File: src/rtl/dmem_access_unit_if.sv
// Word-aligned data-memory request bus between the load/store unit (master) and memory (slave).
interface dmem_access_unit_if;
  localparam int unsigned DATA_W = 32;
  localparam int unsigned ADDR_W = 32;
  localparam int unsigned STRB_W = DATA_W / 8;

  logic              mem_req;
  logic              mem_we;
  logic [ADDR_W-1:0] mem_addr;
  logic [STRB_W-1:0] mem_wstrb;
  logic [DATA_W-1:0] mem_wdata;
  logic              mem_ack;
  logic [DATA_W-1:0] mem_rdata;

  modport master (
    output mem_req, mem_we, mem_addr, mem_wstrb, mem_wdata,
    input  mem_ack, mem_rdata
  );

  modport slave (
    input  mem_req, mem_we, mem_addr, mem_wstrb, mem_wdata,
    output mem_ack, mem_rdata
  );
endinterface

File: src/rtl/dmem_access_unit.sv
// RV32I memory-stage load/store unit: aligns requests onto a word bus, extends load data,
// and stalls the pipeline while an access is outstanding.
module dmem_access_unit (
  input  logic                 clk,
  input  logic                 rst_n,
  input  logic                 ld_valid,
  input  logic                 st_valid,
  input  logic [1:0]           size,
  input  logic                 unsigned_ld,
  input  logic [31:0]          addr,
  input  logic [31:0]          wdata,
  input  logic [4:0]           rd_idx,
  dmem_access_unit_if.master   bus,
  output logic                 stall,
  output logic                 wb_valid,
  output logic [31:0]          wb_data,
  output logic [4:0]           wb_rd,
  output logic                 st_done,
  output logic                 misalign_err
);
  localparam int unsigned DATA_W = 32;
  localparam int unsigned REG_W  = 5;

  localparam logic [1:0] SZ_BYTE = 2'b00;
  localparam logic [1:0] SZ_HALF = 2'b01;
  localparam logic [1:0] SZ_WORD = 2'b10;

  typedef enum logic [1:0] {IDLE, REQ, DONE} state_t;

  state_t            state, state_d;
  logic              req_d, wb_valid_d, st_done_d;
  logic              req_any, illegal, accept, ack_hit;
  logic [1:0]        lane_q, size_q;
  logic              unsigned_q, is_store_q;
  logic [REG_W-1:0]  rd_q;
  logic [3:0]        strb_c;
  logic [DATA_W-1:0] rep_c;
  logic [7:0]        ld_byte;
  logic [15:0]       ld_half;
  logic [DATA_W-1:0] ld_ext;

  // Request legality; rst_n gating keeps stall/misalign_err low while held in reset.
  always_comb begin
    req_any      = ld_valid | st_valid;
    illegal      = (ld_valid & st_valid)
                 | (size == 2'b11)
                 | ((size == SZ_HALF) & addr[0])
                 | ((size == SZ_WORD) & (addr[1:0] != 2'b00));
    accept       = rst_n & (state == IDLE) & req_any & ~illegal;
    misalign_err = rst_n & (state == IDLE) & req_any & illegal;
    stall        = accept | (state == REQ);
    ack_hit      = (state == REQ) & bus.mem_ack;
  end

  // Store strobe generation and lane replication.
  always_comb begin
    strb_c = 4'b1111;
    rep_c  = wdata;
    case (size)
      SZ_BYTE: begin
        strb_c = 4'(4'b0001 << addr[1:0]);
        rep_c  = {4{wdata[7:0]}};
      end
      SZ_HALF: begin
        strb_c = 4'(4'b0011 << {addr[1], 1'b0});
        rep_c  = {2{wdata[15:0]}};
      end
      default: ;
    endcase
  end

  // Load lane extraction and sign/zero extension.
  always_comb begin
    ld_byte = bus.mem_rdata[{lane_q, 3'b000} +: 8];
    ld_half = bus.mem_rdata[{lane_q[1], 4'b0000} +: 16];
    case (size_q)
      SZ_BYTE: ld_ext = unsigned_q ? {24'h0, ld_byte} : {{24{ld_byte[7]}}, ld_byte};
      SZ_HALF: ld_ext = unsigned_q ? {16'h0, ld_half} : {{16{ld_half[15]}}, ld_half};
      default: ld_ext = bus.mem_rdata;
    endcase
  end

  // Next-state and registered control outputs.
  always_comb begin
    state_d    = state;
    req_d      = 1'b0;
    wb_valid_d = 1'b0;
    st_done_d  = 1'b0;
    case (state)
      IDLE: begin
        if (accept) begin
          state_d = REQ;
          req_d   = 1'b1;
        end
      end
      REQ: begin
        req_d = 1'b1;
        if (bus.mem_ack) begin
          state_d    = DONE;
          req_d      = 1'b0;
          wb_valid_d = ~is_store_q;
          st_done_d  = is_store_q;
        end
      end
      DONE:    state_d = IDLE;
      default: state_d = IDLE;
    endcase
  end

  always_ff @(posedge clk or negedge rst_n) begin
    if (!rst_n) begin
      state       <= IDLE;
      bus.mem_req <= 1'b0;
      wb_valid    <= 1'b0;
      st_done     <= 1'b0;
    end else begin
      state       <= state_d;
      bus.mem_req <= req_d;
      wb_valid    <= wb_valid_d;
      st_done     <= st_done_d;
    end
  end

  // Request capture on accept; held stable through REQ.
  always_ff @(posedge clk or negedge rst_n) begin
    if (!rst_n) begin
      lane_q        <= 2'b00;
      size_q        <= 2'b00;
      unsigned_q    <= 1'b0;
      is_store_q    <= 1'b0;
      rd_q          <= '0;
      bus.mem_we    <= 1'b0;
      bus.mem_addr  <= '0;
      bus.mem_wstrb <= '0;
      bus.mem_wdata <= '0;
    end else if (accept) begin
      lane_q        <= addr[1:0];
      size_q        <= size;
      unsigned_q    <= unsigned_ld;
      is_store_q    <= st_valid;
      rd_q          <= rd_idx;
      bus.mem_we    <= st_valid;
      bus.mem_addr  <= {addr[31:2], 2'b00};
      bus.mem_wstrb <= st_valid ? strb_c : 4'b0000;
      bus.mem_wdata <= st_valid ? rep_c : '0;
    end
  end

  // Writeback result; holds until the next load completes.
  always_ff @(posedge clk or negedge rst_n) begin
    if (!rst_n) begin
      wb_data <= '0;
      wb_rd   <= '0;
    end else if (ack_hit && !is_store_q) begin
      wb_data <= ld_ext;
      wb_rd   <= rd_q;
    end
  end
endmodule

File: src/flat_wrapper.sv
// flat-port wrapper written by rule: the top's interface ports become plain ports
module dmem_access_unit_flat 
  (clk, rst_n, ld_valid, st_valid, size, unsigned_ld, addr, wdata, rd_idx, stall, wb_valid, wb_data, wb_rd, st_done, misalign_err, bus_mem_req, bus_mem_we, bus_mem_addr, bus_mem_wstrb, bus_mem_wdata, bus_mem_ack, bus_mem_rdata);
  dmem_access_unit_if bus_i ();
  input  logic clk;
  input  logic rst_n;
  input  logic ld_valid;
  input  logic st_valid;
  input  logic [1:0] size;
  input  logic unsigned_ld;
  input  logic [31:0] addr;
  input  logic [31:0] wdata;
  input  logic [4:0] rd_idx;
  output logic stall;
  output logic wb_valid;
  output logic [31:0] wb_data;
  output logic [4:0] wb_rd;
  output logic st_done;
  output logic misalign_err;
  output wire logic [$bits(bus_i.mem_req)-1:0] bus_mem_req;
  output wire logic [$bits(bus_i.mem_we)-1:0] bus_mem_we;
  output wire logic [$bits(bus_i.mem_addr)-1:0] bus_mem_addr;
  output wire logic [$bits(bus_i.mem_wstrb)-1:0] bus_mem_wstrb;
  output wire logic [$bits(bus_i.mem_wdata)-1:0] bus_mem_wdata;
  input wire logic [$bits(bus_i.mem_ack)-1:0] bus_mem_ack;
  input wire logic [$bits(bus_i.mem_rdata)-1:0] bus_mem_rdata;
  assign bus_mem_req = bus_i.mem_req;
  assign bus_mem_we = bus_i.mem_we;
  assign bus_mem_addr = bus_i.mem_addr;
  assign bus_mem_wstrb = bus_i.mem_wstrb;
  assign bus_mem_wdata = bus_i.mem_wdata;
  assign bus_i.mem_ack = bus_mem_ack;
  assign bus_i.mem_rdata = bus_mem_rdata;
  dmem_access_unit u_core (.clk(clk), .rst_n(rst_n), .ld_valid(ld_valid), .st_valid(st_valid), .size(size), .unsigned_ld(unsigned_ld), .addr(addr), .wdata(wdata), .rd_idx(rd_idx), .bus(bus_i), .stall(stall), .wb_valid(wb_valid), .wb_data(wb_data), .wb_rd(wb_rd), .st_done(st_done), .misalign_err(misalign_err));
endmodule
File: config.mk
export PLATFORM = sky130hd
export DESIGN_NAME = dmem_access_unit_flat
export DESIGN_NICKNAME = d
export VERILOG_FILES = /design/src/rtl/dmem_access_unit_if.sv /design/src/rtl/dmem_access_unit.sv /design/src/flat_wrapper.sv
export SDC_FILE = /design/constraint.sdc
export NUM_CORES = 1
export LEC_CHECK = 0
export CAP_MARGIN = 40
export CORE_MARGIN = 2
export CORE_UTILIZATION = 40
export DETAILED_ROUTE_END_ITERATION = 8
export PLACE_DENSITY_LB_ADDON = 0.08
export SLEW_MARGIN = 20
export SYNTH_ARGS = -nofsm -noshare
export SYNTH_HDL_FRONTEND = slang
export SYNTH_SLANG_ARGS = --single-unit
File: constraint.sdc
create_clock -name clk -period 1.8 [get_ports clk]
set_clock_uncertainty 0.2 [all_clocks]
set_input_delay 0.18 -clock clk [delete_from_list [all_inputs] [get_ports clk]]
set_output_delay 0.18 -clock clk [all_outputs]
set_load 0.005 [all_outputs]
==> run_results.csv, run 1 <==
group,metric,value,unit
die,core.rowCount,43,
die,die_h,123,um
critical_path,crit_type,"register to register",
clock_tree,clk_latency,0.41,ns
worst_hold_path,worstHoldPathType,"primary input to register",
run,drv_cap,0,
timing,slew_violations,0,
clock_tree,cts_tree,"done",
place,dp_hpwl,11000,um
die,start_util,40.9,%
cells_and_area,post-route-util,64.0,%
global_route,grt_use_met3,7.62,%
critical_path,worst_ep_required_time,1.89,ns
timing,period_minus_slack,1.79,ns
cells_and_area,diodes,0,
critical_path,crit_slowest_cell,"dfrtp_1",
logic_synthesis,netlist_area,5650,um2
global_route,busiest_layer,"met2",
logic_synthesis,synth.most_common_cell,"nand2_1",
logic_synthesis,synth_top_family_by_area,"multiplexers",
die,ios,220,
critical_path,start_kind,"register",
die,dieArea,15100,um2
clock_tree,numCtsBuffers,17,
critical_path,path_cells,"nor3b_2 > buf_4 > o211ai_4 > buf_6 > clkbuf_16 > mux2_4",
drt,drtAntennaViolNets,0,
drt,routed_wl,15900,um
global_route,met1_usage,26.6,%
cells_and_area,area_growth,56.7,%
logic_synthesis,ys_ff_latch,119,
die,die_w,123,um
logic_synthesis,synthArstFlopShare,100,%
power,power_leakage,4.02,nW
logic_synthesis,yosys.area_share.xor_xnor,0.155,%
place,gp_routability_congestion,0.808,
logic_synthesis,synth_cell_types,36,
timing,hold_viol,0,
logic_synthesis,synth-edff-count,0,
timing,setup_viol,0,
global_route,grt_first_pass_wirelength,24600,um
global_route,met2_usage,33.8,%
timing,grt_setup_unrepaired,"yes",
clock_tree,htreeDepth,4,
critical_path,r2r_setup_slack,0.009,ns
cells_and_area,nNetsFinal,883,
logic_synthesis,synth_compound_area_share,7.51,%
power,p_per_area,1300,nW/um2
global_route,grtUsageTotal,21.3,%
power,irDropWorstVdd,0.694,mV
drt,routedWlPerCell,16.5,um
logic_synthesis,synth_common_cells,"nand2_1, dfrtp_1, o21ai_0",
logic_synthesis,syn_avg_cell_area,10.6,um2
drt,vias_per_cell,4.99,
timing,worst_pin_slew,0.639,ns
drt,dr.pass1.iters,6,
timing,timing.slew.headroom,57.4,%
logic_synthesis,yosys.area.top_type,"dfrtp_1",
cells_and_area,drive_gt1_share,20.4,%
logic_synthesis,yosys.area_share.simple,15.5,%
logic_synthesis,ys.flop_type,"dfrtp_1",
critical_path,worst-endpoint-arrival,1.88,ns
clock_tree,root_buffer,"clkbuf_16",
drt,num_vias,4806,
logic_synthesis,ys_warn_count,0,
critical_path,critPathMaxFanout,18,
power,power,11.6,mW
status,status,"finished clean",
clock_tree,clockBufferDepth,2,
global_route,grt_max_degree,120,
drt,drc,0,
logic_synthesis,yosys-top-cells-area,"dfrtp_1, mux2_4, nand2_1",
logic_synthesis,synthesis.instances,533,
drt,drt_iter0_markers,222,
logic_synthesis,synth.top_cell.area_share,52.7,%
critical_path,worstSetupEndpointType,"register",
timing,fmax,558,MHz
die,core,13800,um2
place,numPortBuffers,217,
logic_synthesis,synthMuxAreaShare,19.8,%
critical_path,max_stage_delay,0.39,ns
clock_tree,cts.sinks,119,
clock_tree,clk_pin_slew,0.05,ns
timing,period_share,99.5,%
global_route,antenna_found_initial,0,
logic_synthesis,synthAdderAreaFrac,0.177,%
global_route,grt_pass1_vias,4837,
global_route,globalRouteOverflowTotal,0,
logic_synthesis,ys_seq_area_share,52.7,%
[cells by family after synthesis]
group	after synthesis
AOI/OAI and AO/OA	78
xor gates and xnor gates	1
adders and majority gates	1
buffers and inverters	46
DFF	119
muxes	81
other	1
and+or+nand+nor	206
[registers in the layout, summed over array words and instances, names as in the netlist]
register              flops
u_core.bus.mem_wdata     32
u_core.wb_data           32
u_core.bus.mem_addr      30
u_core.rd_q               5
u_core.wb_rd              5
u_core.bus.mem_wstrb      4
u_core.lane_q             2
u_core.size_q             2
u_core.state              2
u_core.bus.mem_req        1
u_core.bus.mem_we         1
u_core.st_done            1
u_core.unsigned_q         1
u_core.wb_valid           1
[worst max-delay path: cells and delay by family, from the launching register on]
family | cells | cell delay [ns]
buffers and inverters | 3 | 0.51
flip-flops | 1 | 0.39
AND/OR/NAND/NOR | 1 | 0.18
AO/OA/AOI/OAI | 1 | 0.08
multiplexers | 1 | 0.31
[final timing paths]
| path | startpoint | to | depth (start not counted) |
|---|---|---|---|
| max in group asynchronous | rst_n | u_core.size_q[0]$_DFFE_PN0P_ | 3 |
| worst min register to register | u_core.bus.mem_wdata[27]$_DFFE_PN0P_ | u_core.bus.mem_wdata[27]$_DFFE_PN0P_ | 2 |
| worst max register to register | u_core.state[1]$_DFFE_PN0P_ | u_core.lane_q[0]$_DFFE_PN0P_ | 6 |
| min in group asynchronous | rst_n | u_core.bus.mem_addr[31]$_DFFE_PN0P_ | 3 |
| worst min-delay path | addr[1] | u_core.lane_q[1]$_DFFE_PN0P_ | 3 |
| worst max-delay path | u_core.state[1]$_DFFE_PN0P_ | u_core.lane_q[0]$_DFFE_PN0P_ | 6 |
[layout make-up]
| type | count | area, um2 |
|---|---|---|
| Fill cell | 1143 | 4970 |
| Timing Repair Buffer | 261 | 2590 |
| Multi-Input combinational cell | 369 | 2500 |
| Inverter | 6 | 22.5 |
| Clock buffer | 25 | 495 |
| Sequential cell | 119 | 2980 |
| Tap cell | 180 | 225 |
| Clock inverter | 4 | 45.0 |
[report_power, final]
group	internal, mW	switching (mW)
clock	2.01	1.11
sequential	3.62	0.579
combinational	2.75	1.48
total	8.38	3.17
[stage by stage]
| step | setup TNS, ns | instance area, um2 | instances | setup slack, ns | hold WS (ns) |
|---|---|---|---|---|---|
| after CTS | -0.500 | 8740 | 961 | -0.0384 | 0.0967 |
| after global placement | -21.69 | 8150 | 927 | -0.475 | 0.144 |
| final | 0 | 8850 | 964 | 0.00939 | 0.128 |
| after detailed placement | -25.59 | 8150 | 927 | -0.506 | 0.150 |
| after floorplan | 0 | 5650 | 534 | 0.0776 | -0.316 |
| after global routing | -2.60 | 8850 | 964 | -0.0660 | 0.123 |
[routing by layer]
layer / share of wire (%) / vias up
li1: - / 2315
met1: 42 / 2287
met2: 48 / 175
met3: 7.5 / 29
met4: 2.3 / 0
met5: 0 / -
[cell usage in the layout (no fill, tap or decap), types with 6 or more instances in the layout]
cell	synthesis	routed
a21oi_1	17	16
buf_4	2	35
clkbuf_16	0	18
clkdlybuf4s50_1	0	210
dfrtp_1	119	117
inv_1	6	6
mux2_2	24	24
mux2_4	37	37
mux2i_1	10	10
mux4_2	7	7
nand2_1	133	124
nand2_2	0	9
nand3_1	39	39
nand4_1	7	7
nor2_1	14	14
o21ai_0	43	25
o21ai_1	10	26
[repair_timing]
action | 4_1_cts | 5_1_grt
cloned | 0 | 1
hold endpoints to repair | 119 | 0
buffers inserted | 4 | 3
hold buffers | 1 | 0
pin swaps | 3 | 4
setup endpoints to repair | 4 | 98
resized for setup | 21 | 36
Power figures use the tool's default switching activity.
==> run 2: changes to the inputs <==
- PLACE_DENSITY: unset -> 0.77
- PLACE_DENSITY_LB_ADDON: 0.08 -> unset
- SETUP_SLACK_MARGIN: unset -> 0.1
==> run 2 against run 1 <==
Count of clock-buffer cells in the layout shrank 5; power is 6.3% higher; fmax fell by 3.7%; via count grew 5.9%; critical path type unchanged; worst hold slack better by 0.032 ns; flip-flop and latch count unchanged; register-to-register slack worse by 0.07 ns; clock power up 7.7%; the flow now finishes with violations (negative setup slack); first-iteration DRC count up 53%; non-clock buffer count up 16; utilization increased by 5.4 points; highest routed layer unchanged.
==> run_results.csv, run 2 (synthesized netlist as in run 1, its figures left out) <==
group,metric,value,unit
timing,hold_viol,0,
critical_path,worst_ep_required_time,1.88,ns
timing,fin_ws,-0.0585,ns
global_route,grt_pass1_vias,5048,
power,irDropWorstVdd,0.701,mV
timing,setup_viol,18,
global_route,antenna_found_initial,0,
clock_tree,clockBufferDepth,2,
die,die_w,123,um
drt,drtAntennaViolNets,0,
power,p_per_area,1280,nW/um2
place,numPortBuffers,217,
cells_and_area,fill_cells,1008,
global_route,grtUsageTotal,22.3,%
place,dpl-instance-area,8190,um2
drt,routedWlPerCell,18.1,um
timing,slew_violations,0,
cells_and_area,area_growth,69.9,%
die,core.rowCount,43,
die,start_util,40.9,%
power,power,12.3,mW
drt,drc,0,
power,power_leakage,4.68,nW
critical_path,worst-endpoint-arrival,1.94,ns
critical_path,start_kind,"register",
drt,drt_iter0_markers,340,
timing,worst_pin_slew,0.629,ns
cells_and_area,diodes,0,
clock_tree,htreeDepth,4,
timing,grt_setup_unrepaired,"yes",
run,drv_cap,0,
place,gp_routability_congestion,0.868,
status,status,"finished, violations left",
clock_tree,cts_tree,"done",
worst_hold_path,worstHoldPathType,"primary input to register",
clock_tree,clk_pin_slew,0.05,ns
clock_tree,cts.sinks,119,
timing,worst_hold_slack,0.159,ns
place,dp_hpwl,11600,um
critical_path,critPathMaxFanout,7,
die,dieArea,15100,um2
critical_path,worstSetupEndpointType,"register",
global_route,grt_first_pass_wirelength,25700,um
cells_and_area,post-route-util,69.4,%
global_route,grt_max_degree,120,
die,ios,220,
cells_and_area,mostFrequentLayoutCells,"clkdlybuf4s50_1, dfrtp_1, nand2_1",
global_route,globalRouteOverflowTotal,0,
drt,vias_per_cell,5.19,
drt,num_vias,5091,
clock_tree,root_buffer,"clkbuf_16",
clock_tree,clk_latency,0.40,ns
critical_path,crit_type,"register to register",
timing,period_minus_slack,1.86,ns
drt,routed_wl,17700,um
timing,timing.slew.headroom,58.1,%
cells_and_area,stdcell_area,9600,um2
timing,period_share,103,%
cells_and_area,reg_top3,"u_core.bus.mem_wdata (32), u_core.wb_data (32), u_core.bus.mem_addr (30)",
cells_and_area,final_common_cell,"clkdlybuf4s50_1",
die,core,13800,um2
cells_and_area,nNetsFinal,899,
cells_and_area,drive_gt1_share,30.0,%
status,violations,"negative setup slack",
timing,fmax,538,MHz
drt,dr.pass1.iters,4,
die,die_h,123,um
clock_tree,numCtsBuffers,17,
## run 2: cell types whose count changed in the layout (fill, tap and decap cells not counted), moves of 9 or more
| cell | before | now |
|---|---|---|
| clkdlybuf4s50_1 | 210 | 173 |
| dlygate4sd2_1 | 4 | 16 |
| dlymetal6s2s_1 | 0 | 24 |
| nand2_1 | 124 | 92 |
| nand2_2 | 9 | 25 |
| nand2_4 | 0 | 16 |
| o21ai_0 | 25 | 16 |
| o21ai_2 | 2 | 15 |
## run 2: worst max-delay path, cell delays in order (launching register included)
cell and delay, ns:
dfrtp_1 0.40, nor3b_4 0.28, o211ai_4 0.11, buf_6 0.15
buf_6 0.13, clkbuf_16 0.16, mux2_4 0.30
## run 2: stage by stage
stage	setup TNS [ns]	setup WS [ns]	std cells
2_1_floorplan	0	0.108	534
3_3_place_gp	-23.28	-0.472	926
3_5_place_dp	-28.05	-0.510	926
4_1_cts	-0.547	-0.0448	961
5_1_grt	-2.81	-0.101	980
6_report	-0.712	-0.0585	980
## run 2: power by group
group / leakage (nW) / total (mW) / switching (mW) / internal (mW)
Clock: 0.280 / 3.36 / 1.15 / 2.22
Combinational: 2.92 / 4.64 / 1.70 / 2.95
Sequential: 1.49 / 4.27 / 0.657 / 3.62
## run 2: final timing paths
path,startpoint,endpoint,slack (ns),cells past startpoint
worst min-delay path,addr[0],u_core.lane_q[0]$_DFFE_PN0P_,0.16,3
worst max-delay path,u_core.state[0]$_DFFE_PN0P_,u_core.bus.mem_addr[25]$_DFFE_PN0P_,-0.06,6
worst min register to register,u_core.rd_q[4]$_DFFE_PN0P_,u_core.wb_rd[4]$_DFFE_PN0P_,0.27,2
max in group asynchronous,rst_n,u_core.lane_q[1]$_DFFE_PN0P_,0.65,3
min in group asynchronous,rst_n,u_core.bus.mem_addr[7]$_DFFE_PN0P_,0.29,3
worst max register to register,u_core.state[0]$_DFFE_PN0P_,u_core.bus.mem_addr[25]$_DFFE_PN0P_,-0.06,6
## run 2: layout make-up
type | count | area [um2] | area share [%]
clock buffers | 20 | 457 | 4.76
clock inverters | 9 | 128 | 1.33
multi-input cells | 369 | 2830 | 29.5
well taps | 180 | 225 | 2.35
repair buffers | 277 | 2960 | 30.8
flip-flops and latches | 119 | 2980 | 31.0
inverters | 6 | 27.5 | 0.287
## run 2: repair_timing
item | in CTS | in global routing
gates cloned | 1 | 5
hold endpoints to repair | 119 | 0
gates resized for setup | 67 | 136
endpoints found under the setup margin | 111 | 140
hold buffers | 1 | 0
pin swaps | 6 | 20
buffers inserted | 4 | 14
## run 2: layer usage
layer | GRT usage, % | up-vias | wire length (um)
li1 | - | 2339 | -
met1 | 26.5 | 2494 | 6810
met2 | 37.9 | 229 | 9130
met3 | 6.55 | 29 | 1410
met4 | 8.91 | 0 | 356
met5 | 0 | - | 0
==> run 3: changes to the inputs <==
- GPL_TIMING_DRIVEN: unset -> 0
- REMOVE_ABC_BUFFERS: unset -> 1
==> run 3 against run 2 <==
The flow finishes with violations (negative hold slack, negative setup slack); fmax decreased by 12%; setup slack got worse by 0.25 ns; utilization increased by 3.2 points; clock power decreased by 2%; sequential share of layout area decreased by 1.3 points; power increased by 2.3%; combinational power increased by 8.6%; sequential power about the same; register-to-register slack got worse by 0.25 ns; global-route usage increased by 1.9 points; critical endpoint is now u_core.bus.mem_addr[4]$_DFFE_PN0P_; largest cell class is now non-clock buffers; largest power group unchanged.
==> run_results.csv, run 3 (synthesized netlist as in run 1, its figures left out) <==
group,metric,value,unit
global_route,grt_pass1_vias,5495,
timing,timing.slew.headroom,51.6,%
die,core.rowCount,43,
cells_and_area,drive_gt1_share,32.8,%
timing,fin_ws,-0.309,ns
clock_tree,clk_latency,0.41,ns
die,start_util,40.9,%
critical_path,crit_type,"register to register",
drt,num_vias,5502,
critical_path,worstSetupEndpointType,"register",
critical_path,critPathMaxFanout,6,
timing,worst_hold_slack,-0.560,ns
timing,grt_setup_unrepaired,"yes",
cells_and_area,fill_cells,864,
power,power_leakage,5.12,nW
clock_tree,clk_pin_slew,0.06,ns
cells_and_area,fin_cells,1009,
timing,fmax,474,MHz
clock_tree,htreeDepth,4,
drt,vias_per_cell,5.45,
global_route,grt_first_pass_wirelength,27700,um
clock_tree,clockBufferDepth,2,
critical_path,worst_ep_required_time,1.91,ns
timing,slew_violations,0,
cells_and_area,nNetsFinal,925,
drt,drc,0,
clock_tree,cts.sinks,119,
status,status,"finished, violations left",
clock_tree,postCtsHoldBufs,4,
drt,drtAntennaViolNets,0,
global_route,grt_max_degree,59,
critical_path,max_stage_delay,0.43,ns
power,irDropWorstVdd,0.737,mV
die,dieArea,15100,um2
drt,drt_iter0_markers,572,
critical_path,crit_slowest_cell,"dfrtp_1",
critical_path,cp_common_cell,"buf_16",
cells_and_area,area_growth,77.8,%
drt,dr.pass1.iters,6,
global_route,globalRouteOverflowTotal,0,
cells_and_area,multi_input_area,2790,um2
timing,setup_viol,78,
clock_tree,numCtsBuffers,17,
global_route,grtUsageTotal,24.2,%
critical_path,worst-endpoint-arrival,2.21,ns
cells_and_area,final_common_cell,"clkdlybuf4s50_1",
cells_and_area,reg_top3,"u_core.bus.mem_wdata (32), u_core.wb_data (32), u_core.bus.mem_addr (30)",
die,die_h,123,um
place,numPortBuffers,217,
cells_and_area,diodes,0,
place,gp_routability_congestion,0.811,
die,die_w,123,um
worst_hold_path,worstHoldPathType,"primary input to async pin",
drt,routedWlPerCell,20.4,um
place,place_inst,904,
place,dpl-instance-area,8120,um2
critical_path,start_kind,"register",
power,power,12.6,mW
cells_and_area,post-route-util,72.6,%
critical_path,crit_family,"buffers and inverters",
timing,hold_viol,88,
die,core,13800,um2
status,violations,"negative hold slack, negative setup slack",
cells_and_area,seqCellArea,2990,um2
clock_tree,root_buffer,"clkbuf_16",
global_route,antenna_found_initial,0,
cells_and_area,mostFrequentLayoutCells,"clkdlybuf4s50_1, dfrtp_1, nand2_1",
timing,period_share,117,%
drt,routed_wl,20600,um
power,p_per_area,1250,nW/um2
clock_tree,cts_tree,"done",
run,drv_cap,0,
critical_path,path_buf_inv,5,
timing,worst_pin_slew,0.726,ns
timing,period_minus_slack,2.11,ns
cells_and_area,stdcell_area,10000,um2
place,dp_hpwl,11100,um
critical_path,path_cells,"nor3b_4 > o211ai_4 > clkbuf_16 > buf_8 > buf_16 > buf_16 > buf_16 > mux2_4",
die,ios,220,
## run 3: changes by cell type in the layout (fill, tap and decap cells not counted), sizes merged, moves of 3 or more
| cell | delta |
|---|---|
| dlymetal6s2s | +16 |
| clkdlybuf4s50 | -8 |
| buf | +23 |
| clkinv | +5 |
| dlygate4sd2 | -11 |
| bufbuf | +3 |
| clkbuf | -3 |
## run 3: final timing paths
kind | start | to | slack (ns) | cells past startpoint
worst min-delay path | rst_n | u_core.wb_data[17]$_DFFE_PN0P_ | -0.56 | 1
min in group clk | size[1] | u_core.bus.mem_wdata[25]$_DFFE_PN0P_ | 0.08 | 5
worst max-delay path | u_core.state[1]$_DFFE_PN0P_ | u_core.bus.mem_addr[4]$_DFFE_PN0P_ | -0.31 | 8
worst min register to register | u_core.bus.mem_wdata[29]$_DFFE_PN0P_ | u_core.bus.mem_wdata[29]$_DFFE_PN0P_ | 0.27 | 2
worst max register to register | u_core.state[1]$_DFFE_PN0P_ | u_core.bus.mem_addr[4]$_DFFE_PN0P_ | -0.31 | 8
max in group asynchronous | rst_n | u_core.lane_q[1]$_DFFE_PN0P_ | 0.71 | 4
## run 3: area by class of cell
type / count / area share (%)
inverters: 6 / 0.386
multi-input cells: 369 / 27.8
flip-flops and latches: 119 / 29.7
clock inverters: 14 / 1.33
well taps: 180 / 2.24
repair inverters: 3 / 0.336
repair buffers: 300 / 33.9
clock buffers: 18 / 4.27
## run 3: layer usage
layer / share of wire (%) / track usage, % / vias to the layer above
met1: 36 / 27.8 / 2702
li1: - / - / 2397
met4: 3.5 / 12.2 / 0
met2: 51 / 40.1 / 327
met3: 9.5 / 8.04 / 76
met5: 0 / 0 / -
## run 3: repair_timing
item                       CTS  global route
cloned                       7             4
resized for setup          116           118
setup buffers               33            27
setup endpoints to repair  121           151
pin swaps                   14            24
hold endpoints to repair   121            88
## run 3: where the power goes
part | leakage [nW] | internal [mW] | switching (mW)
Clock | 0.271 | 2.02 | 1.27
Combinational | 3.36 | 3.11 | 1.92
Sequential | 1.48 | 3.62 | 0.625
Total | 5.12 | 8.75 | 3.81
## run 3: metrics by stage
step           setup slack [ns]  TNS [ns]
5_1_grt                  -0.350    -16.48
4_1_cts                  -0.282     -9.73
6_report                 -0.309    -13.15
3_3_place_gp              -5.71  -1034.29
3_5_place_dp              -1.56   -115.70
2_1_floorplan             -1.24   -120.05
